## src/rtl/instr_fetch_mo_if.sv

```systemverilog
// Fetch-unit bus bundle: predictor request, instruction-memory request/response, decoder output.
// Latency: none (wires only).
// Backpressure: carried by o_req_ready/i_mem_req_ready/i_ready; o_mem_resp_ready is always 1.
interface instr_fetch_mo_if #(
  parameter int XLEN    = 64,
  parameter int INSTR_W = 64
);
  logic               i_req_valid;
  logic [XLEN-1:0]    i_req_addr;
  logic               o_req_ready;
  logic               o_mem_req_valid;
  logic [XLEN-1:0]    o_mem_req_addr;
  logic               i_mem_req_ready;
  logic               i_mem_data_valid;
  logic [INSTR_W-1:0] i_mem_data;
  logic               i_mem_load_fault;
  logic               i_mem_page_fault_x;
  logic               o_mem_resp_ready;
  logic               i_flush;
  logic               o_valid;
  logic [XLEN-1:0]    o_pc;
  logic [INSTR_W-1:0] o_instr;
  logic               o_load_fault;
  logic               o_page_fault_x;
  logic               i_ready;

  // Fetch-unit side.
  modport slave (
    input  i_req_valid, i_req_addr, i_mem_req_ready, i_mem_data_valid, i_mem_data,
           i_mem_load_fault, i_mem_page_fault_x, i_flush, i_ready,
    output o_req_ready, o_mem_req_valid, o_mem_req_addr, o_mem_resp_ready,
           o_valid, o_pc, o_instr, o_load_fault, o_page_fault_x
  );

  // Environment side (predictor, memory, decoder).
  modport master (
    output i_req_valid, i_req_addr, i_mem_req_ready, i_mem_data_valid, i_mem_data,
           i_mem_load_fault, i_mem_page_fault_x, i_flush, i_ready,
    input  o_req_ready, o_mem_req_valid, o_mem_req_addr, o_mem_resp_ready,
           o_valid, o_pc, o_instr, o_load_fault, o_page_fault_x
  );
endinterface

```

## src/rtl/instr_fetch_mo.sv

```systemverilog
// Multi-outstanding instruction fetch: issues predictor addresses to memory, queues in-order responses.
// Latency: memory response to o_valid is 1 cycle (no bypass); issue to o_valid is 2 with a 1-cycle memory.
// Backpressure: issue gated by credits (inflight + queued < DEPTH); responses always accepted.
module instr_fetch_mo #(
  parameter int XLEN    = 64,
  parameter int DEPTH   = 4,
  parameter int INSTR_W = 64
) (
  input logic               i_clk,
  input logic               i_rst,
  instr_fetch_mo_if.slave   bus
);
  localparam int AW = $clog2(DEPTH);
  localparam int CW = AW + 1;
  localparam logic [CW:0] DEPTH_C = (CW+1)'(DEPTH);

  logic [CW-1:0] inflight, stale, qcount;
  logic [AW-1:0] a_wr, a_rd, q_wr, q_rd;

  logic [XLEN-1:0]    addr_mem [DEPTH];
  logic [XLEN-1:0]    q_pc     [DEPTH];
  logic [INSTR_W-1:0] q_instr  [DEPTH];
  logic               q_lf     [DEPTH];
  logic               q_pf     [DEPTH];

  logic credit_ok, issue, resp, resp_live, resp_drop, q_push, q_pop, head_vld, fault_in;

  // Credits count both outstanding requests and queued results, so a response always has a slot.
  assign credit_ok = ({1'b0, inflight} + {1'b0, qcount}) < DEPTH_C;

  assign bus.o_mem_req_valid  = bus.i_req_valid && credit_ok && !bus.i_flush && !i_rst;
  assign bus.o_req_ready      = bus.i_mem_req_ready && credit_ok && !bus.i_flush && !i_rst;
  assign bus.o_mem_req_addr   = bus.i_req_addr;
  assign bus.o_mem_resp_ready = 1'b1;

  assign issue     = bus.o_mem_req_valid && bus.i_mem_req_ready;
  // A response with nothing outstanding is a protocol error and is ignored.
  assign resp      = bus.i_mem_data_valid && (inflight != '0);
  assign resp_live = resp && (stale == '0);
  assign resp_drop = resp && (stale != '0);
  // A live response landing in the flush cycle belongs to the discarded stream.
  assign q_push    = resp_live && !bus.i_flush;
  assign head_vld  = (qcount != '0);
  assign q_pop     = head_vld && bus.i_ready;
  assign fault_in  = bus.i_mem_load_fault || bus.i_mem_page_fault_x;

  assign bus.o_valid        = head_vld;
  assign bus.o_pc           = head_vld ? q_pc[q_rd] : '1;
  assign bus.o_instr        = head_vld ? q_instr[q_rd] : '0;
  assign bus.o_load_fault   = head_vld && q_lf[q_rd];
  assign bus.o_page_fault_x = head_vld && q_pf[q_rd];

  // Counters and pointers; flush clears the queues but keeps tracking responses still owed by memory.
  always_ff @(posedge i_clk) begin
    if (i_rst) begin
      inflight <= '0;
      stale    <= '0;
      qcount   <= '0;
      a_wr     <= '0;
      a_rd     <= '0;
      q_wr     <= '0;
      q_rd     <= '0;
    end else begin
      inflight <= inflight + CW'(issue) - CW'(resp);
      if (bus.i_flush) begin
        stale  <= inflight - CW'(resp);
        a_wr   <= '0;
        a_rd   <= '0;
        q_wr   <= '0;
        q_rd   <= '0;
        qcount <= '0;
      end else begin
        if (resp_drop) stale <= stale - CW'(1);
        if (issue)     a_wr  <= a_wr + AW'(1);
        if (resp_live) a_rd  <= a_rd + AW'(1);
        if (q_push)    q_wr  <= q_wr + AW'(1);
        if (q_pop)     q_rd  <= q_rd + AW'(1);
        qcount <= qcount + CW'(q_push) - CW'(q_pop);
      end
    end
  end

  // Storage: address FIFO written on issue, result queue written on live response (faulted data zeroed).
  always_ff @(posedge i_clk) begin
    if (issue) addr_mem[a_wr] <= bus.i_req_addr;
    if (q_push) begin
      q_pc[q_wr]    <= addr_mem[a_rd];
      q_instr[q_wr] <= fault_in ? '0 : bus.i_mem_data;
      q_lf[q_wr]    <= bus.i_mem_load_fault;
      q_pf[q_wr]    <= bus.i_mem_page_fault_x;
    end
  end
endmodule

```

## src/flat_wrapper.sv

```systemverilog
// flat-port wrapper written by rule: the top's interface ports become plain ports
module instr_fetch_mo_flat 
#(
  parameter int XLEN    = 64,
  parameter int DEPTH   = 4,
  parameter int INSTR_W = 64
)
  (i_clk, i_rst, bus_i_req_valid, bus_i_req_addr, bus_i_mem_req_ready, bus_i_mem_data_valid, bus_i_mem_data, bus_i_mem_load_fault, bus_i_mem_page_fault_x, bus_i_flush, bus_i_ready, bus_o_req_ready, bus_o_mem_req_valid, bus_o_mem_req_addr, bus_o_mem_resp_ready, bus_o_valid, bus_o_pc, bus_o_instr, bus_o_load_fault, bus_o_page_fault_x);
  instr_fetch_mo_if #(.XLEN(XLEN), .INSTR_W(INSTR_W)) bus_i ();
  input logic i_clk;
  input logic i_rst;
  input wire logic [$bits(bus_i.i_req_valid)-1:0] bus_i_req_valid;
  input wire logic [$bits(bus_i.i_req_addr)-1:0] bus_i_req_addr;
  input wire logic [$bits(bus_i.i_mem_req_ready)-1:0] bus_i_mem_req_ready;
  input wire logic [$bits(bus_i.i_mem_data_valid)-1:0] bus_i_mem_data_valid;
  input wire logic [$bits(bus_i.i_mem_data)-1:0] bus_i_mem_data;
  input wire logic [$bits(bus_i.i_mem_load_fault)-1:0] bus_i_mem_load_fault;
  input wire logic [$bits(bus_i.i_mem_page_fault_x)-1:0] bus_i_mem_page_fault_x;
  input wire logic [$bits(bus_i.i_flush)-1:0] bus_i_flush;
  input wire logic [$bits(bus_i.i_ready)-1:0] bus_i_ready;
  output wire logic [$bits(bus_i.o_req_ready)-1:0] bus_o_req_ready;
  output wire logic [$bits(bus_i.o_mem_req_valid)-1:0] bus_o_mem_req_valid;
  output wire logic [$bits(bus_i.o_mem_req_addr)-1:0] bus_o_mem_req_addr;
  output wire logic [$bits(bus_i.o_mem_resp_ready)-1:0] bus_o_mem_resp_ready;
  output wire logic [$bits(bus_i.o_valid)-1:0] bus_o_valid;
  output wire logic [$bits(bus_i.o_pc)-1:0] bus_o_pc;
  output wire logic [$bits(bus_i.o_instr)-1:0] bus_o_instr;
  output wire logic [$bits(bus_i.o_load_fault)-1:0] bus_o_load_fault;
  output wire logic [$bits(bus_i.o_page_fault_x)-1:0] bus_o_page_fault_x;
  assign bus_i.i_req_valid = bus_i_req_valid;
  assign bus_i.i_req_addr = bus_i_req_addr;
  assign bus_i.i_mem_req_ready = bus_i_mem_req_ready;
  assign bus_i.i_mem_data_valid = bus_i_mem_data_valid;
  assign bus_i.i_mem_data = bus_i_mem_data;
  assign bus_i.i_mem_load_fault = bus_i_mem_load_fault;
  assign bus_i.i_mem_page_fault_x = bus_i_mem_page_fault_x;
  assign bus_i.i_flush = bus_i_flush;
  assign bus_i.i_ready = bus_i_ready;
  assign bus_o_req_ready = bus_i.o_req_ready;
  assign bus_o_mem_req_valid = bus_i.o_mem_req_valid;
  assign bus_o_mem_req_addr = bus_i.o_mem_req_addr;
  assign bus_o_mem_resp_ready = bus_i.o_mem_resp_ready;
  assign bus_o_valid = bus_i.o_valid;
  assign bus_o_pc = bus_i.o_pc;
  assign bus_o_instr = bus_i.o_instr;
  assign bus_o_load_fault = bus_i.o_load_fault;
  assign bus_o_page_fault_x = bus_i.o_page_fault_x;
  instr_fetch_mo #(.XLEN(XLEN), .DEPTH(DEPTH), .INSTR_W(INSTR_W)) u_core (.i_clk(i_clk), .i_rst(i_rst), .bus(bus_i));
endmodule
```

## config.mk

```make
export PLATFORM = sky130hd
export DESIGN_NAME = instr_fetch_mo_flat
export DESIGN_NICKNAME = d
export VERILOG_FILES = /design/src/rtl/instr_fetch_mo_if.sv /design/src/rtl/instr_fetch_mo.sv /design/src/flat_wrapper.sv
export SDC_FILE = /design/constraint.sdc
export NUM_CORES = 1
export LEC_CHECK = 0
export CAP_MARGIN = 20
export CORE_MARGIN = 1
export CORE_UTILIZATION = 55
export CTS_CLUSTER_DIAMETER = 30
export CTS_CLUSTER_SIZE = 10
export DETAILED_ROUTE_END_ITERATION = 6
export PLACE_DENSITY_LB_ADDON = 0.2
export REMOVE_ABC_BUFFERS = 1
export SETUP_SLACK_MARGIN = 0.02
export SYNTH_ARGS = -nofsm -noshare
export SYNTH_HDL_FRONTEND = slang
export SYNTH_SLANG_ARGS = --single-unit
```

## constraint.sdc

```tcl
create_clock -name i_clk -period 8.9 [get_ports i_clk]
set_clock_uncertainty 0.05 [all_clocks]
set_input_delay 1.335 -clock i_clk [delete_from_list [all_inputs] [get_ports i_clk]]
set_output_delay 1.335 -clock i_clk [all_outputs]
set_load 0.1 [all_outputs]
```

* Yosys cells after proc, flatten, opt, wreduce, memory -nomap -nowiden
Memory sizes are Yosys's and may differ from the RTL's. A register that Yosys moved wholly into a read port is not among the register bits.
Cells that the tools add are included.
** Word-level totals
- Bits in registers :: 17
- RAM bits :: 776
- Input port bits :: 137
- Output and inout port bits :: 198
- Word-level logic and storage cells :: 66
- Memories kept :: 5
** Memories
- u_core.addr_mem :: depth 4, width 64, rd ports 1, clocked after memory_dff 1, write ports 1, RTL line instr_fetch_mo.sv:20 : logic [XLEN-1:0] addr_mem [DEPTH];
- u_core.q_instr :: depth 4, width 64, rd ports 1, clocked after memory_dff 1, write ports 1, RTL line instr_fetch_mo.sv:22 : logic [INSTR_W-1:0] q_instr [DEPTH];
- u_core.q_pc :: depth 4, width 64, rd ports 1, clocked after memory_dff 1, write ports 1, RTL line instr_fetch_mo.sv:21 : logic [XLEN-1:0] q_pc [DEPTH];
- u_core.q_lf :: depth 4, width 1, rd ports 1, clocked after memory_dff 1, write ports 1, RTL line instr_fetch_mo.sv:23 : logic q_lf [DEPTH];
- u_core.q_pf :: depth 4, width 1, rd ports 1, clocked after memory_dff 1, write ports 1, RTL line instr_fetch_mo.sv:24 : logic q_pf [DEPTH];
** Operators by class
- $add $sub $neg :: 11
- $lt $le $gt $ge :: 1
- Mux-type cells :: 19
- Reduce and logical (&&, ||, !) cells :: 23
** Operator list (number)
- 64-bit two-way mux :: 3
- 2-bit two-way mux :: 10
- 1-bit logical AND :: 14
- 3-bit nonzero test :: 3
- 3-bit by 1-bit subtractor with 3-bit output :: 3
- 2-bit by 1-bit adder with 2-bit output (second input constant) :: 4
- 3-bit by 1-bit adder with 3-bit output :: 2
- 3-bit two-way mux :: 2
- 3-bit by 3-bit adder with 4-bit output :: 1
- 4-bit by 3-bit less-than comparator with 1-bit output (second input constant) :: 1
- 1-bit two-way mux :: 4
- 3-bit zero test :: 1
- 3-bit by 1-bit subtractor with 3-bit output (second input constant) :: 1
- 1-bit zero test :: 2
- 2-bit nonzero test :: 1
- 2-bit OR reduction :: 1
- 1-bit logical OR :: 1

* Longest topological paths before layout
- Word-level depth :: 8
- Gate-level depth with buffers :: 9
- Gate-level depth less buffers :: 9

* Worst setup path before layout
OpenSTA, ideal clock, no wires.
- Kind :: input to register
- Start point :: in bus_i_flush
- End point :: mem u_core.q_instr[0][0] (enable)
- Library setup time :: 505 ps
- Data arrival time :: 4843 ps
- Required time :: 8345 ps
- Setup slack :: 3502 ps
- Stages :: 3
- Buffers on the path :: 1
- Path through :: buf_2 nor3_1 and2_1
** Between the ends
- Longest elaborated chain between the ends :: 4
** Ends and longest elaborated chain
- start: declaration :: RTL line flat_wrapper.sv:19 : input wire logic [$bits(bus_i.i_flush)-1:0] bus_i_flush;
- 1-bit zero test :: RTL line instr_fetch_mo.sv:42 : assign q_push = resp_live && !bus.i_flush;
- 1-bit logical AND :: RTL line instr_fetch_mo.sv:42
- 1-bit two-way mux :: RTL line instr_fetch_mo.sv:86 : if (q_push) begin
- 1-bit two-way mux :: RTL line instr_fetch_mo.sv:88 : q_instr[q_wr] <= fault_in ? '0 : bus.i_mem_data;
- end: declaration :: RTL line instr_fetch_mo.sv:22
No other way between the ends.

==> impl_metrics.json <==
{
  "number_of_antenna_diodes": 0,
  "setup_viol_count_final": 0,
  "synth_top_family_by_area": "multiplexers",
  "number_of_cells_upsized_or_downsized_after_cts": 0,
  "cts_inserted_buffers": 143,
  "cpPeakStageDelay_ns": 0.98,
  "hold_path.startpoint": "u_core.a_rd[1]$_SDFFE_PP0N_",
  "cp_cell_instances": "buf_4 -> mux4_2 -> or2_2 -> clkdlybuf4s50_1",
  "die_width_microns": 239.9,
  "initial_antenna_violation_count": 0,
  "clock_path_buffers": 3,
  "rsz_0062_raised_after_global_routing": "no",
  "synth_edf_count": 776,
  "grt_use_total_pct": 22.85,
  "critical_path.top_delay_family": "buffers and inverters",
  "yosys.area_share.adder_pct": 0.8923,
  "ys.warnings.count": 0,
  "wirelength_per_cell_microns": 23.82,
  "power_leakage_uw": 0.01283,
  "reg2reg_from": "u_core.stale[0]$_SDFFE_PP0P_",
  "ir_drop_mv": 0.1917,
  "yosys_register_bits": 797,
  "grt_max_degree": 99,
  "cts_tree": "done",
  "worstHoldPathType": "reg2reg",
  "setup-tns-final_ns": 0,
  "cts_hold_buf": 0,
  "worst_r2r_path_depth": 6,
  "netlist-cell-type-count": 42,
  "area_share_of_the_leading_cell_type_in_the_synthesized_netlist_pct": 74.86,
  "final_net_count": 1963,
  "path_max_fanout": 47,
  "clock.fmax_mhz": 170.9,
  "gr-total-overflow": 0,
  "row_cnt": 86,
  "cp.required_ns": 7.52,
  "height_of_the_die_microns": 239.9,
  "async_reset_ff_share_pct": 0,
  "finalCoreUtilization_pct": 71.37,
  "die_area_sq_mm": 0.05755,
  "hpwlAfterDp_microns": 33680,
  "postCtsSetupBuffers": 0,
  "synth-compound-area-share_pct": 0.4743,
  "simple_gate_area_share_of_the_yosys_netlist_pct": 4.880,
  "grt_first_pass_wirelength_microns": 95410,
  "ios": 335,
  "reg2reg_setup_slack_ns": 5.48,
  "maxSlewHeadroom_pct": 24.50,
  "tritoncts_sinks": 797,
  "worstSkewPairLatency_ns": 0.71,
  "drc_violations_left": 0,
  "viasPerCell": 5.600,
  "via_count": 14950,
  "first_global_vias": 16100,
  "synth.area.top_cells": "sky130_fd_sc_hd__edfxtp_1 (75%), sky130_fd_sc_hd__mux4_2 (13%), sky130_fd_sc_hd__and2_1 (2.9%)",
  "slew_viol_final": 0,
  "cts_root_buffer": "sky130_fd_sc_hd__clkbuf_16",
  "whs_path_depth": 2,
  "finalWirelength_microns": 63610,
  "buffers_inverters_on_critical_path": 2,
  "finalHoldViolations": 0,
  "buffer_ports.inserted": 333,
  "worstSetupStartpointType": "register",
  "timing_worst_slew_pin_value_ns": 1.129,
  "synth.largest_area_cell": "sky130_fd_sc_hd__edfxtp_1",
  "h_tree_depth": 4,
  "crit_type": "reg2out",
  "number_of_detailed_route_iterations_in_the_first_pass": 5,
  "clk_transition_reported_paths_ns": 0.05,
  "place.gp.congestion": 0.7604,
  "initialDrtViolationCount": 938,
  "initial_utilization_pct": 56.06,
  "outcome": "finished clean",
  "post_drt_antenna_nets": 0,
  "core_area_sq_mm": 0.05552,
  "synth_top_cells_by_count": "sky130_fd_sc_hd__edfxtp_1 (776), sky130_fd_sc_hd__mux4_2 (182), sky130_fd_sc_hd__and2_1 (143), sky130_fd_sc_hd__buf_4 (65), sky130_fd_sc_hd__or2_1 (34)",
  "power_density_mw_per_mm2": 284.2,
  "synthMuxAreaShare_pct": 14.18,
  "postSynth.topFlopCell": "sky130_fd_sc_hd__edfxtp_1",
  "synth_seq_area_share_pct": 76.21,
  "timing.final.crit_period_ns": 5.852,
  "period_share_pct": 65.75,
  "drive_above_1_share_pct": 24.66,
  "cell_count_after_synthesis": 1438,
  "synth.avg_cell_area_sq_um": 21.65,
  "num-fill-cells": 3300,
  "syn2layout_area_growth_pct": 27.30,
  "critPathSlowestCell": "sky130_fd_sc_hd__clkdlybuf4s50_1",
  "worstPathArrival_ns": 4.47,
  "synth.cell_area_sq_mm": 0.03113,
  "synth.most_common_cell": "sky130_fd_sc_hd__edfxtp_1",
  "cap_violations": 0,
  "synthXorXnorAreaFrac_pct": 0.1970,
  "setup.worst_path.end_class": "output port",
  "worst_flop_to_flop_path_endpoint": "u_core.q_instr[2][34]$_DFFE_PP_"
}
-- layout make-up --
type | instances | area [sq um] | area share [%]
flip-flops and latches | 797 | 23740 | 59.90
multi-input cells | 491 | 6456 | 16.29
clock buffers | 161 | 3731 | 9.415
repair buffers | 354 | 3556 | 8.973
clock inverters | 101 | 1144 | 2.886
well taps | 748 | 935.9 | 2.362
inverters | 18 | 67.56 | 0.1705
-- stage by stage --
step / setup WS, ns / instance area, sq um / power, uW / hold WS [ns] / std cells
after detailed placement: 3.581 / 34680 / 5925 / 0.4347 / 2405
final: 3.048 / 39630 / 11260 / 0.4540 / 2670
after global routing: 2.720 / 39630 / 11590 / 0.4616 / 2670
after global placement: 3.612 / 34680 / 5907 / 0.4183 / 2405
after CTS: 2.870 / 39550 / 11350 / 0.4416 / 2667
after floorplan: 0.6564 / 30210 / 5392 / 0.4029 / 1306
-- power breakdown --
group	switching, uW	internal, uW
logic	1080	444
clock network	1830	3580
registers	53.1	4270
-- worst max path at each step --
stage                     startpoint                   to  slack (ns)  depth (start not counted)
after floorplan             register      bus_o_instr[25]        0.66                          2
after global placement         i_rst  bus_o_mem_req_valid        3.61                          5
after detailed placement       i_rst  bus_o_mem_req_valid        3.58                          5
after CTS                   register         bus_o_pc[24]        2.87                          4
after global routing        register          bus_o_pc[0]        2.72                          4
final                       register          bus_o_pc[0]        3.05                          4
-- worst register-to-register path: stages (launching register included) --
cell	delay, ns
sky130_fd_sc_hd__dfxtp_1	0.30
sky130_fd_sc_hd__inv_1	0.10
sky130_fd_sc_hd__ha_1	0.23
sky130_fd_sc_hd__nand3b_1	0.19
sky130_fd_sc_hd__nor3_1	0.48
sky130_fd_sc_hd__and2_4	0.85
sky130_fd_sc_hd__buf_4	0.81
-- metal layers --
metal  vias up  part of all wire [%]  routed length [microns]  track usage (%)
met5         -                     0                        0                0
met3        79                   6.0                     3809            5.901
met2       519                    52                    32760            37.58
li1       6520                     -                        -                -
met1      7834                    41                    25950            29.65
met4         0                   1.7                     1085            8.280
-- kinds of logic after synthesis --
family / after synthesis
muxes: 194
other: 1
AOI/OAI and AO/OA: 23
xor gates and xnor gates: 7
DFF: 797
and+or+nand+nor: 245
adders and majority gates: 21
buffers and inverters: 150
-- registers in the layout, summed over array words and instances, names as in the netlist, named ones only --
signal,cells
u_core.stale,3
u_core.q_rd,2
u_core.q_instr,256
u_core.inflight,3
u_core.q_wr,2
u_core.a_rd,2
u_core.q_pc,256
u_core.a_wr,2
u_core.q_pf,4
u_core.addr_mem,256
u_core.qcount,3
u_core.q_lf,4
-- layout by cell type, fill, tap and decap left out, drive strengths merged --
master	count
or3	2
nand3b	1
fa	2
nor4	2
o311ai	2
o31ai	5
or4	1
nand3	4
and3b	1
nand2	2
dfxtp	21
nor3	7
bufinv	19
or2	65
a31oi	1
nor2	7
and3	1
o31a	1
and2	143
nand2b	1
conb	1
clkdlybuf4s50	333
clkbuf	161
a21oi	8
o21ai	4
o211ai	1
xnor2	5
nor3b	2
edfxtp	776
xor2	2
clkinv	56
inv	32
mux4	194
nor2b	3
a311o	1
ha	19
clkinvlp	12
nand4	3
buf	21
No activity file was read; power rests on OpenSTA's default activity.
